===== config.mk =====
export PLATFORM = sky130hd
export DESIGN_NAME = wptr_full_ctrl
export DESIGN_NICKNAME = d
export VERILOG_FILES = /design/src/rtl/wptr_full_ctrl.sv
export SDC_FILE = /design/constraint.sdc
export NUM_CORES = 1
export LEC_CHECK = 0
export CORE_UTILIZATION = 45
export DETAILED_ROUTE_END_ITERATION = 7
export PLACE_DENSITY = 0.74
export SLEW_MARGIN = 20
export SYNTH_ARGS = -nofsm -noshare
export SYNTH_HDL_FRONTEND = slang
export SYNTH_SLANG_ARGS = --single-unit
export TNS_END_PERCENT = 20

===== constraint.sdc =====
create_clock -name w_clk -period 2.79 [get_ports w_clk]
set_input_delay 0.558 -clock w_clk [delete_from_list [all_inputs] [get_ports w_clk]]
set_output_delay 0.558 -clock w_clk [all_outputs]
set_load 0.02 [all_outputs]

===== src/rtl/wptr_full_ctrl.sv =====
// Write-side pointer and full-flag controller for an asynchronous FIFO.
// Optional registered almost-full output is enabled by defining WPTR_ALMOST_FULL_EN.
module wptr_full_ctrl #(
  parameter int          ADDR_WIDTH   = 4,
  parameter int unsigned AFULL_THRESH = 12
) (
  input  logic                  w_clk,
  input  logic                  w_rst_n,
  input  logic                  w_inc,
  input  logic [ADDR_WIDTH:0]   r_ptr_gray,
  output logic [ADDR_WIDTH-1:0] w_addr,
  output logic [ADDR_WIDTH:0]   w_ptr_gray,
  output logic                  w_full,
  output logic [ADDR_WIDTH:0]   w_level,
  output logic                  w_overflow
`ifdef WPTR_ALMOST_FULL_EN
  ,output logic                 w_almost_full
`endif
);

  localparam int AW = ADDR_WIDTH;

  function automatic logic [AW:0] gray2bin(input logic [AW:0] g);
    logic [AW:0] b;
    b[AW] = g[AW];
    for (int i = AW - 1; i >= 0; i--) begin
      b[i] = b[i+1] ^ g[i];
    end
    return b;
  endfunction

  logic [AW:0] w_bin_q, w_bin_d;
  logic [AW:0] w_gray_q, w_gray_d;
  logic [AW:0] wq1_q, wq2_q;
  logic        w_full_q, w_full_d;
  logic        w_overflow_q, w_overflow_d;
  logic        accept;
  logic [AW:0] r_bin_sync;

  assign accept     = w_inc & ~w_full_q;
  assign r_bin_sync = gray2bin(wq2_q);

  always_comb begin
    w_bin_d      = w_bin_q + {{AW{1'b0}}, accept};
    w_gray_d     = w_bin_d ^ (w_bin_d >> 1);
    // Full when the write pointer has lapped the synchronized read pointer once.
    w_full_d     = (w_gray_d == {~wq2_q[AW:AW-1], wq2_q[AW-2:0]});
    w_overflow_d = w_overflow_q | (w_inc & w_full_q);
  end

  always_ff @(posedge w_clk) begin
    if (!w_rst_n) begin
      w_bin_q      <= '0;
      w_gray_q     <= '0;
      wq1_q        <= '0;
      wq2_q        <= '0;
      w_full_q     <= 1'b0;
      w_overflow_q <= 1'b0;
    end else begin
      w_bin_q      <= w_bin_d;
      w_gray_q     <= w_gray_d;
      wq1_q        <= r_ptr_gray;
      wq2_q        <= wq1_q;
      w_full_q     <= w_full_d;
      w_overflow_q <= w_overflow_d;
    end
  end

  assign w_addr     = w_bin_q[AW-1:0];
  assign w_ptr_gray = w_gray_q;
  assign w_full     = w_full_q;
  assign w_level    = w_bin_q - r_bin_sync;
  assign w_overflow = w_overflow_q;

`ifdef WPTR_ALMOST_FULL_EN
  logic        w_almost_full_q, w_almost_full_d;
  logic [AW:0] af_diff;

  always_comb begin
    af_diff         = w_bin_d - r_bin_sync;
    w_almost_full_d = ({{(31 - AW){1'b0}}, af_diff} >= AFULL_THRESH);
  end

  always_ff @(posedge w_clk) begin
    if (!w_rst_n) begin
      w_almost_full_q <= 1'b0;
    end else begin
      w_almost_full_q <= w_almost_full_d;
    end
  end

  assign w_almost_full = w_almost_full_q;
`endif

endmodule


### Word-level counts from Yosys, hierarchy flattened

Cells that the tools add are included.

| storage, ports and cells | value |
|---|---|
| logic and storage cells | 19 |
| output and inout bits | 16 |
| input bits | 8 |
| flip-flop bits (word level) | 22 |

| operators by class | value |
|---|---|
| bitwise operators | 10 |
| add/sub/neg operators | 2 |
| equal/unequal tests | 1 |

Operator list:

| kind | number |
|---|---|
| $add A5 B1 Y5 | 1 |
| $eq A5 B5 Y1 | 1 |
| $sub A5 B5 Y5 | 1 |
| $xor A5 B4 Y5 | 1 |
| $xor A1 B1 Y1 | 4 |
| $and A1 B1 Y1 | 2 |
| $not A2 Y2 | 1 |
| $not A1 Y1 | 1 |
| $or A1 B1 Y1 | 1 |

### Logic depth before layout (Yosys ltp)

| depth | value |
|---|---|
| depth after elaboration | 5 |
| mapped depth | 10 |

### Least setup slack after synthesis

No wires, ideal clock.

| timing path | value |
|---|---|
| path type | reg-to-output |
| from | register wq2_q[4] |
| to | output port w_level[4] |
| stages on the path, launching flop included | 11 |
| data required time | 2.232 ns |
| arrival | 2.186 ns |
| slack | 0.046 ns |
| path through | dfxtp_1 xnor2_2 xor2_2 xor2_2 xnor2_1 ha_1 fa_1 inv_1 a21o_1 a21oi_1 xor2_1 |

| on the way | value |
|---|---|
| word-level cells in the longest chain between the ends | 5 |

RTL lines:

| element | line | text |
|---|---|---|
| from (decl) | 34 | `logic [AW:0] wq1_q, wq2_q;` |
| from (signal assigned) | 63 | `wq2_q <= wq1_q;` |
| $xor A1 B1 Y1 (4 in a row) | 27 | `b[i] = b[i+1] ^ g[i];` |
| $sub A5 B5 Y5 * | 72 | `assign w_level = w_bin_q - r_bin_sync;` |
| to (decl) | 14 | `output logic [ADDR_WIDTH:0] w_level,` |

Every way passes the cells marked *; elsewhere a longest branch is shown, timed or not.

### Worst setup path in the final report

| timing path | value |
|---|---|
| from | register wq2_q[3] |
| to | output port w_level[4] |

| on the way | value |
|---|---|
| word-level cells in the longest chain between the ends | 5 |

RTL lines:

| element | line |
|---|---|
| $xor A1 B1 Y1 * | 27 |
| $xor A1 B1 Y1 (3 in a row) | 27 |
| $sub A5 B5 Y5 * | 72 |

Marked as above.

==> key figures <==
Synth
  • Synth warn: 0
  • Synthesized instance count: 96
  • Seq/Total Area, Yosys: 41.0%
  • Seq cells post-synth: 21
  • Synth top cells by count: dfxtp_1 (21), and2_1 (20), xnor2_1 (9), inv_1 (7), xor2_1 (7)
  • Post-synth top area share: 41.0%
  • Ys flop type: dfxtp_1
  • Netlist cell types: 22
  • Cell with the most instances after synthesis: dfxtp_1
  • Ys async rst share: 0%
  • Synth Net Count: 111
  • Syn avg cell area: 10.7 um^2
  • Mapped cell area: 1030 um^2
  • Top cells by area, synth: dfxtp_1 (41%), and2_1 (12%), xnor2_1 (7.7%), ha_1 (7.3%), xor2_1 (6.0%)
  • Post-synth EDFFs: 0
  • Yosys top cell by area: dfxtp_1

Global routing
  • Initial antenna violation count: 0
  • GR Overflow Total: 0
  • Largest net degree at the start of global routing: 22
  • First-pass GRT wire length: 3010 um
  • Vias in the first global route: 712
  • Tot GR Track Use: 16.0%

Power
  • VDD IR max: 0.372 mV
  • Leakage: 0.629 nW
  • PwrDens: 504 nW/um^2

Floorplan
  • Core Box Area: 2040 um^2
  • I/O pins: 24
  • Cell Rows: 16
  • Die area: 2480 um^2
  • Die boundary width: 49.8 um
  • DIE HEIGHT: 49.8 um
  • Initial Util: 50.2%

Layout
  • Multi-input logic area: 592 um^2
  • Layout cell share with drive strength beyond 1: 22.3%
  • Post-route cell area: 1390 um^2
  • Layout fillers: 177
  • Register area: 423 um^2
  • Final std cells w/o fill: 157
  • # nets final: 146
  • Ant. Diodes: 0
  • Area Overhead vs Synth: 35.1%

STA
  • Final WS setup: -0.223 ns
  • Fmax: 332 MHz
  • Hold Fails Final Rpt: 0
  • Final min period: 3.01 ns
  • RSZ-0062 raised after global routing: true
  • Worst-Margin Slew: 0.523 ns
  • Clock Skews: 0.00843 ns
  • Tcrit/Tclk final: 108%
  • Slew Limit Fails: 0
  • Slew HR: 65.0%
  • Final-report setup violation count: 4
  • Hold_ws: 0.433 ns

Setup path
  • WP data required: 2.23 ns
  • Startpoint Class: flop
  • Crit-path max FO: 2
  • Crit path cell chain: xnor2_2 > xor2_2 > xor2_2 > xnor2_1 > ha_2 > fa_2 > inv_1 > a21o_1 > a21oi_2 > xor2_1 > buf_4
  • Crit Path Class: reg -> out
  • R2R depth: 6
  • CP bufs+invs: 2
  • Crit end category: output pin
  • Number of stages on the worst setup path: 11
  • Crit-path slowest cell: dfxtp_2
  • Max stage delay on crit path: 0.35 ns
  • Most frequent cell on the critical path: xor2_2
  • CP delay by family, top: XOR/XNOR gates
  • Critical path arrival: 2.46 ns

Detailed routing
  • DR iter-0 viols: 7
  • DRC Markers: 0
  • DRT antenna net count: 0
  • Final Routed Wirelength: 1660 um
  • DR vias/cell: 4.61
  • Routed vias: 724
  • WL per Instance: 10.5 um
  • DR pass1 iterations: 4

Placed design
  • PortBufs: 23
  • Cell count after placement: 151
  • Placed cell areas: 1340 um^2
  • RePlAce Congestion: 0.709
  • Detail Placement HPWL: 1280 um

Run
  • Max-Cap Viols: 0

Clock network
  • CTS max path bufs: 2
  • CTS tree: yes
  • CTS HTree Levels: 1
  • Clk Latency, worst-skew pair: 0.30 ns
  • Worst-path clk slew: 0.10 ns
  • Root Driver: clkbuf_4
  • Total clock sinks: 21
  • Count of hold-fix buffers inserted at cts: 0
  • Cts bufs inserted: 3

Hold path
  • Worst Hold Depth: 1
  • Worst min path class: reg -> reg

Outcome
  • Failing checks: setup timing
  • Outcome: complete, but fails checks
[registers in the layout (all words and copies together) (netlist names)]
| name | count |
|---|---|
| w_overflow | 1 |
| wq1_q | 5 |
| w_bin_q | 5 |
| w_full | 1 |
| wq2_q | 5 |
| w_ptr_gray | 4 |
[where the power goes]
group	internal, W	leakage (nW)	switching [W]	total, W
Clock	0.0000534	0.0177	0.0000870	0.000140
Combinational	0.000122	0.438	0.000114	0.000236
Sequential	0.000314	0.173	0.00000877	0.000323
Total	0.000489	0.629	0.000210	0.000699
[layer usage]
metal | GRT usage, % | routed length [um] | vias to the layer above | part of all wire, %
met1 | 19.0 | 756 | 327 | 46
met4 | 7.14 | 24 | 0 | 1.4
met5 | 0 | 0 | - | 0
met3 | 1.85 | 64 | 4 | 3.9
li1 | - | - | 372 | -
met2 | 28.6 | 811 | 21 | 49
[placed cells by master, fill, tap and decap left out]
cell,netlist,final
and2_1,20,20
dfxtp_1,21,19
clkdlybuf4s50_1,0,18
buf_4,0,12
xnor2_1,9,8
inv_1,7,7
xor2_1,7,7
ha_1,6,5
nand2_1,3,3
clkbuf_4,0,3
xnor2_2,1,2
xor2_2,2,2
a21o_1,2,2
a21oi_2,0,2
nor2b_1,2,2
nand3_1,2,2
xor3_1,2,2
dfxtp_2,0,2
a21bo_2,1,1
nand4_1,1,1
o2bb2ai_1,1,1
nor2_1,1,1
mux2i_1,1,1
nor4_2,1,1
a21oi_1,3,1
fa_2,0,1
ha_2,0,1
clkinv_2,0,1
dlygate4sd2_1,0,1
buf_2,0,1
[worst register-to-register path, delay by kind of cell (launching register included)]
kind                     cells  cell delay (ns)
adder cells (fa/ha/maj)      2             0.48
XOR/XNOR                     2             0.66
AND/OR/NAND/NOR              2             0.28
flip-flops                   1             0.38
[timing repair]
item	in CTS	in global routing
setup buffers	2	0
pin swaps	9	2
setup endpoints to repair	5	4
hold endpoints to repair	0	0
resized for setup	28	1
[through the flow]
step                      power (W)  utilization (%)  setup slack, ns  TNS [ns]
after floorplan            0.000468                -           0.0462         0
after global placement     0.000563             65.4           -0.333    -0.827
after detailed placement   0.000569             65.4           -0.390     -1.10
after CTS                  0.000708             67.8           -0.253    -0.536
after global routing       0.000744             67.9           -0.398    -0.997
final                      0.000699             67.9           -0.223    -0.423
[final cells by class]
cell class              instances  area share (%)
clock buffers                   3            1.62
flip-flops and latches         21            30.5
clock inverters                 1           0.361
inverters                       7            1.90
repair buffers                 32            20.5
multi-input cells              66            42.7
well taps                      27            2.44
[kinds of logic (layout without fill, tap and decap cells)]
kind of cell / after synthesis / count (layout) / synth area share, %
DFF: 21 / 21 / 41.0
buffers and inverters: 9 / 43 / 3.29
and+or+nand+nor: 30 / 30 / 17.7
muxes: 1 / 1 / 0.976
adders and majority gates: 7 / 7 / 9.27
AOI/OAI and AO/OA: 7 / 7 / 4.76
xor gates and xnor gates: 21 / 21 / 23.1
[path summary, 6_finish.rpt]
| check | from | end | slack (ns) |
|---|---|---|---|
| setup / recovery | wq2_q[3]$_SDFF_PN0_ | w_level[4] | -0.22 |
| hold / removal | wq1_q[2]$_SDFF_PN0_ | wq2_q[2]$_SDFF_PN0_ | 0.43 |
| setup reg to reg | w_full$_SDFF_PN0_ | w_full$_SDFF_PN0_ | 0.92 |
| hold reg to reg | wq1_q[2]$_SDFF_PN0_ | wq2_q[2]$_SDFF_PN0_ | 0.43 |
No activity file was read; power rests on OpenSTA's default activity.
